### src/rtl/user_proj_example_ann_if.sv
// Link between the Caravel shell and the ann_core search engine.
// It carries the input word stream, the result stream, the control pulses
// and the core's done flag. The shell is the master and the core is the slave.
interface user_proj_example_ann_if #(
  parameter int DATA_WIDTH = 11
);
  logic [DATA_WIDTH-1:0] core_in_data;
  logic                  core_in_valid;
  logic                  core_in_ready;
  logic [DATA_WIDTH-1:0] core_out_data;
  logic                  core_out_valid;
  logic                  core_out_ready;
  logic                  core_load_kdtree;
  logic                  core_fsm_start;
  logic                  core_send_best_arr;
  logic                  core_done;

  modport master (
    output core_in_data, core_in_valid, core_out_ready,
           core_load_kdtree, core_fsm_start, core_send_best_arr,
    input  core_in_ready, core_out_data, core_out_valid, core_done
  );

  modport slave (
    input  core_in_data, core_in_valid, core_out_ready,
           core_load_kdtree, core_fsm_start, core_send_best_arr,
    output core_in_ready, core_out_data, core_out_valid, core_done
  );
endinterface

### src/rtl/user_proj_example_ann.sv
// Caravel shell for the Fast-ANN accelerator. It buffers the pad word stream
// into ann_core and drains results through a first-word-fall-through FIFO.
// It also turns the pad control levels into core pulses, tracks run status,
// and exposes status over Wishbone, the logic analyzer and an interrupt.
module user_proj_example_ann #(
  parameter int BITS       = 32,
  parameter int DATA_WIDTH = 11,
  parameter int FIFO_DEPTH = 8
) (
  input  logic             wb_clk_i,
  input  logic             wb_rst_i,
  input  logic             wbs_stb_i,
  input  logic             wbs_cyc_i,
  input  logic             wbs_we_i,
  input  logic [3:0]       wbs_sel_i,
  input  logic [31:0]      wbs_dat_i,
  input  logic [31:0]      wbs_adr_i,
  output logic             wbs_ack_o,
  output logic [BITS-1:0]  wbs_dat_o,
  input  logic [127:0]     la_data_in,
  input  logic [127:0]     la_oenb,
  output logic [127:0]     la_data_out,
  input  logic [37:0]      io_in,
  output logic [37:0]      io_out,
  output logic [37:0]      io_oeb,
  output logic [2:0]       irq,
  user_proj_example_ann_if.master core
);

  localparam int AW    = $clog2(FIFO_DEPTH);
  localparam int PTR_W = AW + 1;

  localparam logic [31:0] ADDR_STATUS = 32'h3000_0000;
  localparam logic [31:0] ADDR_OUTCNT = 32'h3000_0004;

  typedef enum logic [1:0] {
    ST_IDLE = 2'd0,
    ST_RUN  = 2'd1,
    ST_DONE = 2'd2
  } state_e;

  // Pad decode
  logic                  in_wenq;
  logic [DATA_WIDTH-1:0] in_wdata;
  logic                  out_deq;
  assign in_wenq  = io_in[2];
  assign in_wdata = io_in[3 +: DATA_WIDTH];
  assign out_deq  = io_in[14];

  // Control edge detection: bit 0 fsm_start, bit 1 send_best_arr, bit 2 load_kdtree
  logic [2:0] ctl_lvl_q, ctl_lvl_d;
  logic [2:0] ctl_pulse_q, ctl_pulse_d;
  logic       start_pulse, load_pulse;

  // Input FIFO
  logic [DATA_WIDTH-1:0] in_mem [FIFO_DEPTH];
  logic [PTR_W-1:0]      in_wptr_q, in_wptr_d;
  logic [PTR_W-1:0]      in_rptr_q, in_rptr_d;
  logic                  in_full_n_q, in_full_n_d;
  logic                  in_empty, in_full, in_push, in_pop, ovf_set;
  logic                  ovf_q, ovf_d;
  logic [15:0]           word_cnt_q, word_cnt_d;

  // Output FIFO
  logic [DATA_WIDTH-1:0] out_mem [FIFO_DEPTH];
  logic [PTR_W-1:0]      out_wptr_q, out_wptr_d;
  logic [PTR_W-1:0]      out_rptr_q, out_rptr_d;
  logic                  out_empty, out_full, out_push, out_pop;
  logic [DATA_WIDTH-1:0] out_rdata;
  logic                  out_rempty_n;
  logic [15:0]           out_cnt_q, out_cnt_d;

  // Status FSM
  state_e state_q, state_d;
  logic   done_q, done_d;
  logic   irq_q, irq_d;

  // Wishbone
  logic            req_q, req_d;
  logic            we_q, we_d;
  logic [31:0]     adr_q, adr_d;
  logic            ack_q, ack_d;
  logic [BITS-1:0] dat_q, dat_d;

  logic [31:0] status_word;

  // Flag helpers derived from the pointer registers
  assign in_empty  = (in_wptr_q == in_rptr_q);
  assign in_full   = (in_wptr_q[AW] != in_rptr_q[AW]) &&
                     (in_wptr_q[AW-1:0] == in_rptr_q[AW-1:0]);
  assign out_empty = (out_wptr_q == out_rptr_q);
  assign out_full  = (out_wptr_q[AW] != out_rptr_q[AW]) &&
                     (out_wptr_q[AW-1:0] == out_rptr_q[AW-1:0]);

  assign start_pulse = ctl_pulse_q[0];
  assign load_pulse  = ctl_pulse_q[2];

  // A pop frees the slot, so a push into a full FIFO still lands when the core drains it that cycle
  assign in_pop   = ~in_empty & core.core_in_ready;
  assign in_push  = in_wenq & (~in_full | in_pop);
  assign ovf_set  = in_wenq & in_full & ~in_pop;

  assign out_push = core.core_out_valid & ~out_full;
  assign out_pop  = out_deq & ~out_empty;

  assign status_word = {14'b0, ovf_q, done_q, word_cnt_q};

  // Next-state logic for control pulses, both FIFOs and the counters
  always_comb begin
    // NOTE: every always_comb output gets a default first so no path can infer a latch.
    ctl_lvl_d   = io_in[17:15];
    ctl_pulse_d = io_in[17:15] & ~ctl_lvl_q;

    in_wptr_d   = in_wptr_q + PTR_W'(in_push);
    in_rptr_d   = in_rptr_q + PTR_W'(in_pop);
    in_full_n_d = ((in_wptr_d - in_rptr_d) != PTR_W'(FIFO_DEPTH));

    out_wptr_d  = out_wptr_q + PTR_W'(out_push);
    out_rptr_d  = out_rptr_q + PTR_W'(out_pop);

    word_cnt_d  = word_cnt_q;
    out_cnt_d   = out_cnt_q;
    ovf_d       = ovf_q | ovf_set;
    if (in_push) word_cnt_d = word_cnt_q + 16'd1;
    if (out_pop) out_cnt_d  = out_cnt_q + 16'd1;
    if (load_pulse) begin
      word_cnt_d = '0;
      out_cnt_d  = '0;
      ovf_d      = 1'b0;
    end
  end

  // Status FSM next state; done and irq are registered from the next state
  always_comb begin
    state_d = state_q;
    if (start_pulse) begin
      state_d = ST_RUN;
    end else begin
      unique case (state_q)
        ST_RUN:  if (core.core_done) state_d = ST_DONE;
        ST_DONE: if (load_pulse)     state_d = ST_IDLE;
        default: state_d = state_q;
      endcase
    end
    done_d = (state_d == ST_DONE);
    irq_d  = (state_d == ST_DONE) && (state_q != ST_DONE);
  end

  // Wishbone: capture the request, then answer one edge later with a single-cycle ack
  always_comb begin
    req_d = wbs_stb_i & wbs_cyc_i & ~req_q & ~ack_q;
    we_d  = req_d ? wbs_we_i  : we_q;
    adr_d = req_d ? wbs_adr_i : adr_q;
    ack_d = req_q;
    dat_d = '0;
    if (req_q && !we_q) begin
      if (adr_q == ADDR_STATUS)      dat_d = BITS'(status_word);
      else if (adr_q == ADDR_OUTCNT) dat_d = BITS'({out_cnt_q, 16'b0});
    end
  end

  // FIFO storage
  always_ff @(posedge wb_clk_i) begin
    // NOTE: storage has no reset; pointer reset alone empties the FIFOs and discards contents.
    if (in_push)  in_mem[in_wptr_q[AW-1:0]]   <= in_wdata;
    if (out_push) out_mem[out_wptr_q[AW-1:0]] <= core.core_out_data;
  end

  // All control state, with synchronous active-high reset
  always_ff @(posedge wb_clk_i) begin
    // NOTE: sequential state uses non-blocking assignments so every flop samples pre-edge values.
    if (wb_rst_i) begin
      ctl_lvl_q   <= '0;
      ctl_pulse_q <= '0;
      in_wptr_q   <= '0;
      in_rptr_q   <= '0;
      in_full_n_q <= 1'b0;
      ovf_q       <= 1'b0;
      word_cnt_q  <= '0;
      out_wptr_q  <= '0;
      out_rptr_q  <= '0;
      out_cnt_q   <= '0;
      state_q     <= ST_IDLE;
      done_q      <= 1'b0;
      irq_q       <= 1'b0;
      req_q       <= 1'b0;
      we_q        <= 1'b0;
      adr_q       <= '0;
      ack_q       <= 1'b0;
      dat_q       <= '0;
    end else begin
      ctl_lvl_q   <= ctl_lvl_d;
      ctl_pulse_q <= ctl_pulse_d;
      in_wptr_q   <= in_wptr_d;
      in_rptr_q   <= in_rptr_d;
      in_full_n_q <= in_full_n_d;
      ovf_q       <= ovf_d;
      word_cnt_q  <= word_cnt_d;
      out_wptr_q  <= out_wptr_d;
      out_rptr_q  <= out_rptr_d;
      out_cnt_q   <= out_cnt_d;
      state_q     <= state_d;
      done_q      <= done_d;
      irq_q       <= irq_d;
      req_q       <= req_d;
      we_q        <= we_d;
      adr_q       <= adr_d;
      ack_q       <= ack_d;
      dat_q       <= dat_d;
    end
  end

  // Core link
  assign core.core_in_data       = in_mem[in_rptr_q[AW-1:0]];
  assign core.core_in_valid      = ~in_empty;
  assign core.core_out_ready     = ~out_full;
  assign core.core_fsm_start     = ctl_pulse_q[0];
  assign core.core_send_best_arr = ctl_pulse_q[1];
  assign core.core_load_kdtree   = ctl_pulse_q[2];

  // Result head is forced to 0 when empty so the pads never show stale storage
  assign out_rdata    = out_empty ? '0 : out_mem[out_rptr_q[AW-1:0]];
  assign out_rempty_n = ~out_empty;

  // Pads, bus, logic analyzer and interrupts
  assign io_out      = {6'b0, done_q, out_rempty_n, out_rdata, in_full_n_q, 18'b0};
  assign io_oeb      = {6'h3F, 14'b0, 18'h3FFFF};
  assign wbs_ack_o   = ack_q;
  assign wbs_dat_o   = dat_q;
  assign la_data_out = {96'b0, status_word};
  assign irq         = {2'b0, irq_q};

  logic unused_inputs;
  assign unused_inputs = ^{io_in[1:0], io_in[37:18], la_data_in, la_oenb,
                           wbs_sel_i, wbs_dat_i};

endmodule

### src/flat_wrapper.sv
// flat-port wrapper written by rule: the top's interface ports become plain ports
module user_proj_example_ann_flat 
#(
  parameter int BITS       = 32,
  parameter int DATA_WIDTH = 11,
  parameter int FIFO_DEPTH = 8
)
  (wb_clk_i, wb_rst_i, wbs_stb_i, wbs_cyc_i, wbs_we_i, wbs_sel_i, wbs_dat_i, wbs_adr_i, wbs_ack_o, wbs_dat_o, la_data_in, la_oenb, la_data_out, io_in, io_out, io_oeb, irq, core_core_in_data, core_core_in_valid, core_core_out_ready, core_core_load_kdtree, core_core_fsm_start, core_core_send_best_arr, core_core_in_ready, core_core_out_data, core_core_out_valid, core_core_done);
  user_proj_example_ann_if #(.DATA_WIDTH(DATA_WIDTH)) core_i ();
  input  logic wb_clk_i;
  input  logic wb_rst_i;
  input  logic wbs_stb_i;
  input  logic wbs_cyc_i;
  input  logic wbs_we_i;
  input  logic [3:0] wbs_sel_i;
  input  logic [31:0] wbs_dat_i;
  input  logic [31:0] wbs_adr_i;
  output logic wbs_ack_o;
  output logic [BITS-1:0] wbs_dat_o;
  input  logic [127:0] la_data_in;
  input  logic [127:0] la_oenb;
  output logic [127:0] la_data_out;
  input  logic [37:0] io_in;
  output logic [37:0] io_out;
  output logic [37:0] io_oeb;
  output logic [2:0] irq;
  output wire logic [$bits(core_i.core_in_data)-1:0] core_core_in_data;
  output wire logic [$bits(core_i.core_in_valid)-1:0] core_core_in_valid;
  output wire logic [$bits(core_i.core_out_ready)-1:0] core_core_out_ready;
  output wire logic [$bits(core_i.core_load_kdtree)-1:0] core_core_load_kdtree;
  output wire logic [$bits(core_i.core_fsm_start)-1:0] core_core_fsm_start;
  output wire logic [$bits(core_i.core_send_best_arr)-1:0] core_core_send_best_arr;
  input wire logic [$bits(core_i.core_in_ready)-1:0] core_core_in_ready;
  input wire logic [$bits(core_i.core_out_data)-1:0] core_core_out_data;
  input wire logic [$bits(core_i.core_out_valid)-1:0] core_core_out_valid;
  input wire logic [$bits(core_i.core_done)-1:0] core_core_done;
  assign core_core_in_data = core_i.core_in_data;
  assign core_core_in_valid = core_i.core_in_valid;
  assign core_core_out_ready = core_i.core_out_ready;
  assign core_core_load_kdtree = core_i.core_load_kdtree;
  assign core_core_fsm_start = core_i.core_fsm_start;
  assign core_core_send_best_arr = core_i.core_send_best_arr;
  assign core_i.core_in_ready = core_core_in_ready;
  assign core_i.core_out_data = core_core_out_data;
  assign core_i.core_out_valid = core_core_out_valid;
  assign core_i.core_done = core_core_done;
  user_proj_example_ann #(.BITS(BITS), .DATA_WIDTH(DATA_WIDTH), .FIFO_DEPTH(FIFO_DEPTH)) u_core (.wb_clk_i(wb_clk_i), .wb_rst_i(wb_rst_i), .wbs_stb_i(wbs_stb_i), .wbs_cyc_i(wbs_cyc_i), .wbs_we_i(wbs_we_i), .wbs_sel_i(wbs_sel_i), .wbs_dat_i(wbs_dat_i), .wbs_adr_i(wbs_adr_i), .wbs_ack_o(wbs_ack_o), .wbs_dat_o(wbs_dat_o), .la_data_in(la_data_in), .la_oenb(la_oenb), .la_data_out(la_data_out), .io_in(io_in), .io_out(io_out), .io_oeb(io_oeb), .irq(irq), .core(core_i));
endmodule
### config.mk
export PLATFORM = sky130hd
export DESIGN_NAME = user_proj_example_ann_flat
export DESIGN_NICKNAME = d
export VERILOG_FILES = /design/src/rtl/user_proj_example_ann_if.sv /design/src/rtl/user_proj_example_ann.sv /design/src/flat_wrapper.sv
export SDC_FILE = /design/constraint.sdc
export NUM_CORES = 1
export LEC_CHECK = 0
export ABC_AREA = 1
export CORE_AREA = 5 5 248 250
export DETAILED_ROUTE_END_ITERATION = 10
export DIE_AREA = 0 0 253 255
export SLEW_MARGIN = 15
export SYNTH_ARGS = -nofsm -noshare
export SYNTH_HDL_FRONTEND = slang
export SYNTH_SLANG_ARGS = --single-unit
### constraint.sdc
create_clock -name wb_clk_i -period 3.6 [get_ports wb_clk_i]
set_input_delay 0.54 -clock wb_clk_i [delete_from_list [all_inputs] [get_ports wb_clk_i]]
set_output_delay 0.54 -clock wb_clk_i [all_outputs]
set_load 0.05 [all_outputs]
==> results of run 1 <==
sequential cells by signal (all words and copies together), names as in the netlist, 2 cells and up:
register            count
u_core.adr_q           32
u_core.ctl_lvl_q        3
u_core.ctl_pulse_q      3
u_core.in_mem          88
u_core.in_rptr_q        4
u_core.in_wptr_q        4
u_core.out_cnt_q       16
u_core.out_mem         88
u_core.out_rptr_q       4
u_core.out_wptr_q       4
u_core.state_q          2
u_core.wbs_dat_o       32
u_core.word_cnt_q      16
layer usage:
layer  part of all wire [%]  global-route usage, %  vias up  wire, µm
met1                     42                  12.21     4524     14230
met5                  0.044                      0        -        15
met2                     48                  17.18      365     16410
met3                    8.3                  3.008       49      2828
li1                       -                      -     4786         -
met4                    1.7                  2.838        2       571
power by group:
group | internal, mW | switching (mW) | leakage [nW]
logic | 0.532 | 1.56 | 3.04
clock network | 1.85 | 1.40 | 0.510
registers | 3.77 | 0.0541 | 2.63
logic make-up (layout without fill, tap and decap cells):
group                      Yosys count  in the layout  share of synthesized area [%]
buffers and inverters              321            336                          14.23
muxes                               11             11                         0.7970
DFF                                303            303                          56.66
adders and majority gates           15             15                          1.358
other                                2            174                        0.05436
AOI/OAI and AO/OA                  207            207                          8.124
and+or+nand+nor                    578            578                          17.47
xor gates and xnor gates            19             19                          1.313
placed cells by master, fill, tap and decap left out, types with 2 or more instances in the layout:
cell type        instances
a21oi_1                 22
a21oi_2                 12
buf_4                   50
clkbuf_1                 9
clkbuf_16               34
clkbuf_8                 4
clkdlybuf4s50_1        137
clkinv_1                 3
clkinv_2                 4
conb_1                 174
dfxtp_1                127
edfxtp_1               176
ha_1                    15
inv_1                   82
inv_2                    4
inv_6                    3
mux2i_1                 11
nand2_1                191
nand2_2                 12
nand2_4                  2
nand3_1                 41
nand4_1                 16
nor2_1                 294
nor2_2                   6
nor2_4                   4
nor3_1                   5
o21ai_0                140
o22ai_1                 33
xnor2_1                  4
xnor2_2                  2
xor2_1                  13
critical path: stages (launching register included):
cell             delay, ps
dfxtp_1                340
buf_4                  210
inv_4                  350
o21ai_0                170
o22ai_1                190
nand2_1                 90
nand2_1                100
clkdlybuf4s50_1        830
worst max-delay path by stage:
stage | startpoint | to | slack [ps] | cells after the start
3_5_place_dp | core_core_in_ready | u_core.in_full_n_q$_SDFF_PP0_ | 330 | 16
6_report | u_core.in_rptr_q[0]$_SDFF_PP0_ | core_core_in_data[5] | 220 | 7
3_3_place_gp | core_core_in_ready | u_core.in_full_n_q$_SDFF_PP0_ | 350 | 16
2_1_floorplan | u_core.in_rptr_q[2]$_SDFF_PP0_ | u_core.in_full_n_q$_SDFF_PP0_ | 1010 | 18
5_1_grt | u_core.in_rptr_q[0]$_SDFF_PP0_ | core_core_in_data[5] | 140 | 7
4_1_cts | u_core.in_rptr_q[0]$_SDFF_PP0_ | core_core_in_data[5] | 220 | 7
area by class of cell:
cell class	instances	area, µm²	share of cell area (%)
inverter	87	329.1	1.984
tap	773	967.2	5.832
clock buffer	47	939.7	5.666
multi-input combinational	1004	4668	28.15
clock inverter	15	106.4	0.6413
timing repair buffer	187	1747	10.53
sequential	303	7828	47.20
metrics by stage:
| step | total power [mW] | util [%] |
|---|---|---|
| 2_1_floorplan | 5.579 | - |
| 3_3_place_gp | 5.976 | 26.43 |
| 3_5_place_dp | 5.995 | 26.43 |
| 4_1_cts | 9.272 | 28.21 |
| 5_1_grt | 9.564 | 28.21 |
| 6_report | 9.161 | 28.21 |
==> reports/qor.csv, run 1 <==
metric;value;unit
TritonCTS Buffers;34;
Rows;89;
first-pass GRT wire length;50.78;mm
Slew @ Worst Pin;790.2;ps
DIE AREA;0.06452;mm²
hold_sp;u_core.ctl_lvl_q[1]$_SDFF_PP0_;
ant diodes;0;
Synth area leaders;edfxtp_1 38%, dfxtp_1 18%, buf_4 10%, nor2_1 8.0%, nand2_1 5.2%;
Area growth syn-to-layout;20.04;%
WP data arrival;2840;ps
WL/cell;14.09;µm
reg2reg setup slack;600;ps
list of most frequent post-synthesis cells;294 x nor2_1, 191 x nand2_1, 185 x buf_4;
GP Congestion;0.7720;
CTS tree;built;
antenna-violating nets left;0;
Syn Area/Cell;9.489;µm²
Port-buffer cells;148;
sequential share of the synthesized area;56.66;%
Post-Place Worst Slack;325.0;ps
number of global-route vias before repair;9098;
Root Buffer;clkbuf_16;
required time worst endpoint;3060;ps
endpoints failing setup;0;
DRC viols;0;
r2r worst-path depth;16;
kind of critical path;flop to primary output;
total vias in the final route;9726;
status;complete, no violations;
hold path depth;1;
largest net degree at the start of global routing;47;
Core Area;0.05880;mm²
synthesized area;0.01382;mm²
DR pass1 iterations;5;
Iteration-0 DRC Markers;572;
Post CTS Setup Buffer Count;0;
Final Instance Area;0.01658;mm²
FF+latch count, synth;303;
Final WS setup;223.8;ps
post-route setup TNS;0;ps
most numerous cell in the Yosys netlist;nor2_1;
CP Launch Type;flop;
initial antenna violation count;1;
Post-CTS Resized;0;
LEAKAGE;6.181;nW
Synth top area share;38.25;%
EDFF count, synth;176;
chip width;253;µm
fraction of layout cells with a size suffix above 1;9.069;%
hpwl dp;24.40;mm
CP Capture Type;primary output;
Async SR Flop Fraction;0;%
worst hold path class;flop to flop;
Crit Reg-Reg Endpoint;u_core.in_full_n_q$_SDFF_PP0_;
CTS sink cnt;303;
Cell variety after synth;37;
GRT Util Overall;9.991;%
area leader, netlist;edfxtp_1;
maxcap violations;0;
cells after synthesis;1456;
placed cell count;2354;
H-tree depth;2;
PwrDens;552.4;mW/mm²
Pins Over Slew Limit;0;
CTS Buffer Depth;3;
r2r startpoint;u_core.in_rptr_q[2]$_SDFF_PP0_;
Fill cells;6054;
Via density;4.026;
Hold Slack;390.9;ps
Initial Util;23.50;%
placed cell areas;0.01554;mm²
Yosys warnings;0;
post-layout minimum cycle time;3376;ps
Final nets;2013;
worst-path maximum fanout;45;
Hold Vio Cnt, Final;0;
relative slew slack;47.26;%
Routed Wire Length;34.05;mm
clk_lat worst skew;530;ps
RSZ-0062 raised after global routing;no;
Finished Layout Cells;2416;
f_max;0.2962;GHz
ys flop type;edfxtp_1;
Clock Skew;22.76;ps
CTS Hold Bufs;0;
GRT overflow;0;
Clock transition at path regs;60;ps
Hold Path End;u_core.ctl_pulse_q[1]$_SDFF_PP0_;
IO Pins;637;
Peak supply drop;0.6204;mV
Final period util;93.78;%
die height;255;µm
No activity file was read; power rests on OpenSTA's default activity.
==> inputs of run 2 (changes only) <==
MAX_ROUTING_LAYER = met4   (was not set)
==> run 2 against run 1 <==
Final cell count is essentially flat. Register-to-register slack about the same. First-iteration DRC count increased by 5.2%. Critical endpoint unchanged. Maximum frequency is 0.86% higher. Largest power group unchanged. Combinational power about the same. Non-clock buffer count unchanged. Worst hold slack hardly changed. Utilization about the same. Global-route usage rose by 0.30 points.
==> reports/qor.csv, run 2 (synthesis gave the netlist of run 1 again) <==
metric;value;unit
Routed Wire Length;34.07;mm
PwrDens;552.3;mW/mm²
r2r startpoint;u_core.in_rptr_q[2]$_SDFF_PP0_;
Root Buffer;clkbuf_16;
Post CTS Setup Buffer Count;0;
CTS sink cnt;303;
Buf+Inv Stages, Crit Path;3;
cell mode on critical path;nand2_1;
LEAKAGE;6.181;nW
TritonCTS Buffers;34;
Clock transition at path regs;60;ps
clk_lat worst skew;530;ps
initial antenna violation count;1;
post-route setup TNS;0;ps
RSZ-0062 raised after global routing;no;
WP data arrival;2810;ps
Core Area;0.05880;mm²
DIE AREA;0.06452;mm²
Hold Vio Cnt, Final;0;
total vias in the final route;9733;
Final period util;92.98;%
CP Launch Type;flop;
Finished Layout Cells;2417;
placed cell count;2354;
Crit Reg-Reg Endpoint;u_core.in_full_n_q$_SDFF_PP0_;
Initial Util;23.50;%
GP Congestion;0.7824;
status;complete, no violations;
CP peak stage delay;830;ps
Area growth syn-to-layout;20.06;%
first-pass GRT wire length;50.69;mm
DR pass1 iterations;5;
worst hold path class;flop to flop;
DRC viols;0;
most common cell after layout, fill and taps aside;nor2_1;
f_max;0.2988;GHz
antenna-violating nets left;0;
hpwl dp;24.40;mm
critical path endpoint;core_core_in_data[5];
r2r worst-path depth;16;
GRT Util Overall;10.29;%
Via density;4.027;
Fill cells;6053;
CTS tree;built;
Iteration-0 DRC Markers;602;
chip width;253;µm
WL/cell;14.10;µm
CP startpoint;u_core.in_rptr_q[0]$_SDFF_PP0_;
worst-path maximum fanout;45;
maxcap violations;0;
fraction of layout cells with a size suffix above 1;9.069;%
CTS Hold Bufs;0;
relative slew slack;48.02;%
Slowest-stage cell, CP;clkdlybuf4s50_1;
Post-CTS Resized;0;
Peak supply drop;0.6164;mV
Rows;89;
CP Depth;7;
die height;255;µm
IO Pins;637;
Clock Skew;23.08;ps
Port-buffer cells;148;
post-layout minimum cycle time;3347;ps
GRT overflow;0;
Final nets;2013;
number of global-route vias before repair;9112;
H-tree depth;2;
cell family with most CP delay;buffers and inverters;
kind of critical path;flop to primary output;
most frequent cells in the layout;294 x nor2_1, 191 x nand2_1, 176 x edfxtp_1;
endpoints failing setup;0;
largest net degree at the start of global routing;47;
CTS Buffer Depth;3;
CP Cell Sequence;buf_4 -> inv_4 -> o21ai_0 -> o22ai_1 -> nand2_1 -> nand2_1 -> clkdlybuf4s50_1;
CP Capture Type;primary output;
required time worst endpoint;3060;ps
Pins Over Slew Limit;0;
reg2reg setup slack;590;ps
Slew @ Worst Pin;778.9;ps
run 2: worst reg2reg max path, delay by kind of cell (launching register included):
family	cells	cell delay (ps)
adder cells (fa/ha/maj)	3	680
flip-flops	1	580
AND/OR/NAND/NOR	10	1320
AO/OA/AOI/OAI	1	220
buffers and inverters	2	110
run 2: worst min-delay path by stage:
stage / from / endpoint / slack (ps) / cells past startpoint
global placement: u_core.ctl_lvl_q[2]$_SDFF_PP0_ / u_core.ctl_pulse_q[2]$_SDFF_PP0_ / 380 / 1
finish: u_core.ctl_lvl_q[1]$_SDFF_PP0_ / u_core.ctl_pulse_q[1]$_SDFF_PP0_ / 390 / 1
CTS: u_core.ctl_lvl_q[1]$_SDFF_PP0_ / u_core.ctl_pulse_q[1]$_SDFF_PP0_ / 400 / 1
floorplan: u_core.ctl_lvl_q[2]$_SDFF_PP0_ / u_core.ctl_pulse_q[2]$_SDFF_PP0_ / 370 / 1
global route: u_core.ctl_lvl_q[1]$_SDFF_PP0_ / u_core.ctl_pulse_q[1]$_SDFF_PP0_ / 400 / 1
detailed placement: u_core.ctl_lvl_q[1]$_SDFF_PP0_ / u_core.ctl_pulse_q[1]$_SDFF_PP0_ / 390 / 1
run 2: per-stage QoR:
| step | worst slack, ps | total power, mW | hold WS (ps) | util, % | instance area [µm²] |
|---|---|---|---|---|---|
| final | 252.8 | 9.160 | 390.9 | 28.21 | 16590 |
| after floorplan | 1014 | 5.579 | 372.8 | - | 14460 |
| after global routing | 136.4 | 9.563 | 400.3 | 28.21 | 16590 |
| after CTS | 218.2 | 9.272 | 397.0 | 28.21 | 16580 |
| after global placement | 351.3 | 5.976 | 376.2 | 26.43 | 15540 |
| after detailed placement | 325.0 | 5.995 | 387.7 | 26.43 | 15540 |
run 2: layout make-up:
| class | instances | area (µm²) | share of cell area, % |
|---|---|---|---|
| Clock inverter | 15 | 106.4 | 0.6412 |
| Sequential cell | 303 | 7828 | 47.19 |
| Tap cell | 773 | 967.2 | 5.831 |
| Multi-Input combinational cell | 1004 | 4668 | 28.14 |
| Inverter | 87 | 329.1 | 1.984 |
| Timing Repair Buffer | 187 | 1747 | 10.53 |
| Clock buffer | 47 | 939.7 | 5.665 |
| Antenna cell | 1 | 2.502 | 0.01509 |
run 2: report_power, final:
| part | internal, mW | total (mW) | switching (mW) |
|---|---|---|---|
| sequential | 3.77 | 3.82 | 0.0535 |
| combinational | 0.532 | 2.09 | 1.56 |
| clock | 1.85 | 3.25 | 1.40 |
| total | 6.15 | 9.16 | 3.01 |
run 2: per-layer routing:
metal	global-route usage (%)	wire (µm)	vias up
met4	2.838	612	0
li1	-	-	4788
met1	12.30	14120	4509
met2	17.15	16460	380
met3	2.876	2875	56
met5	-	0	-
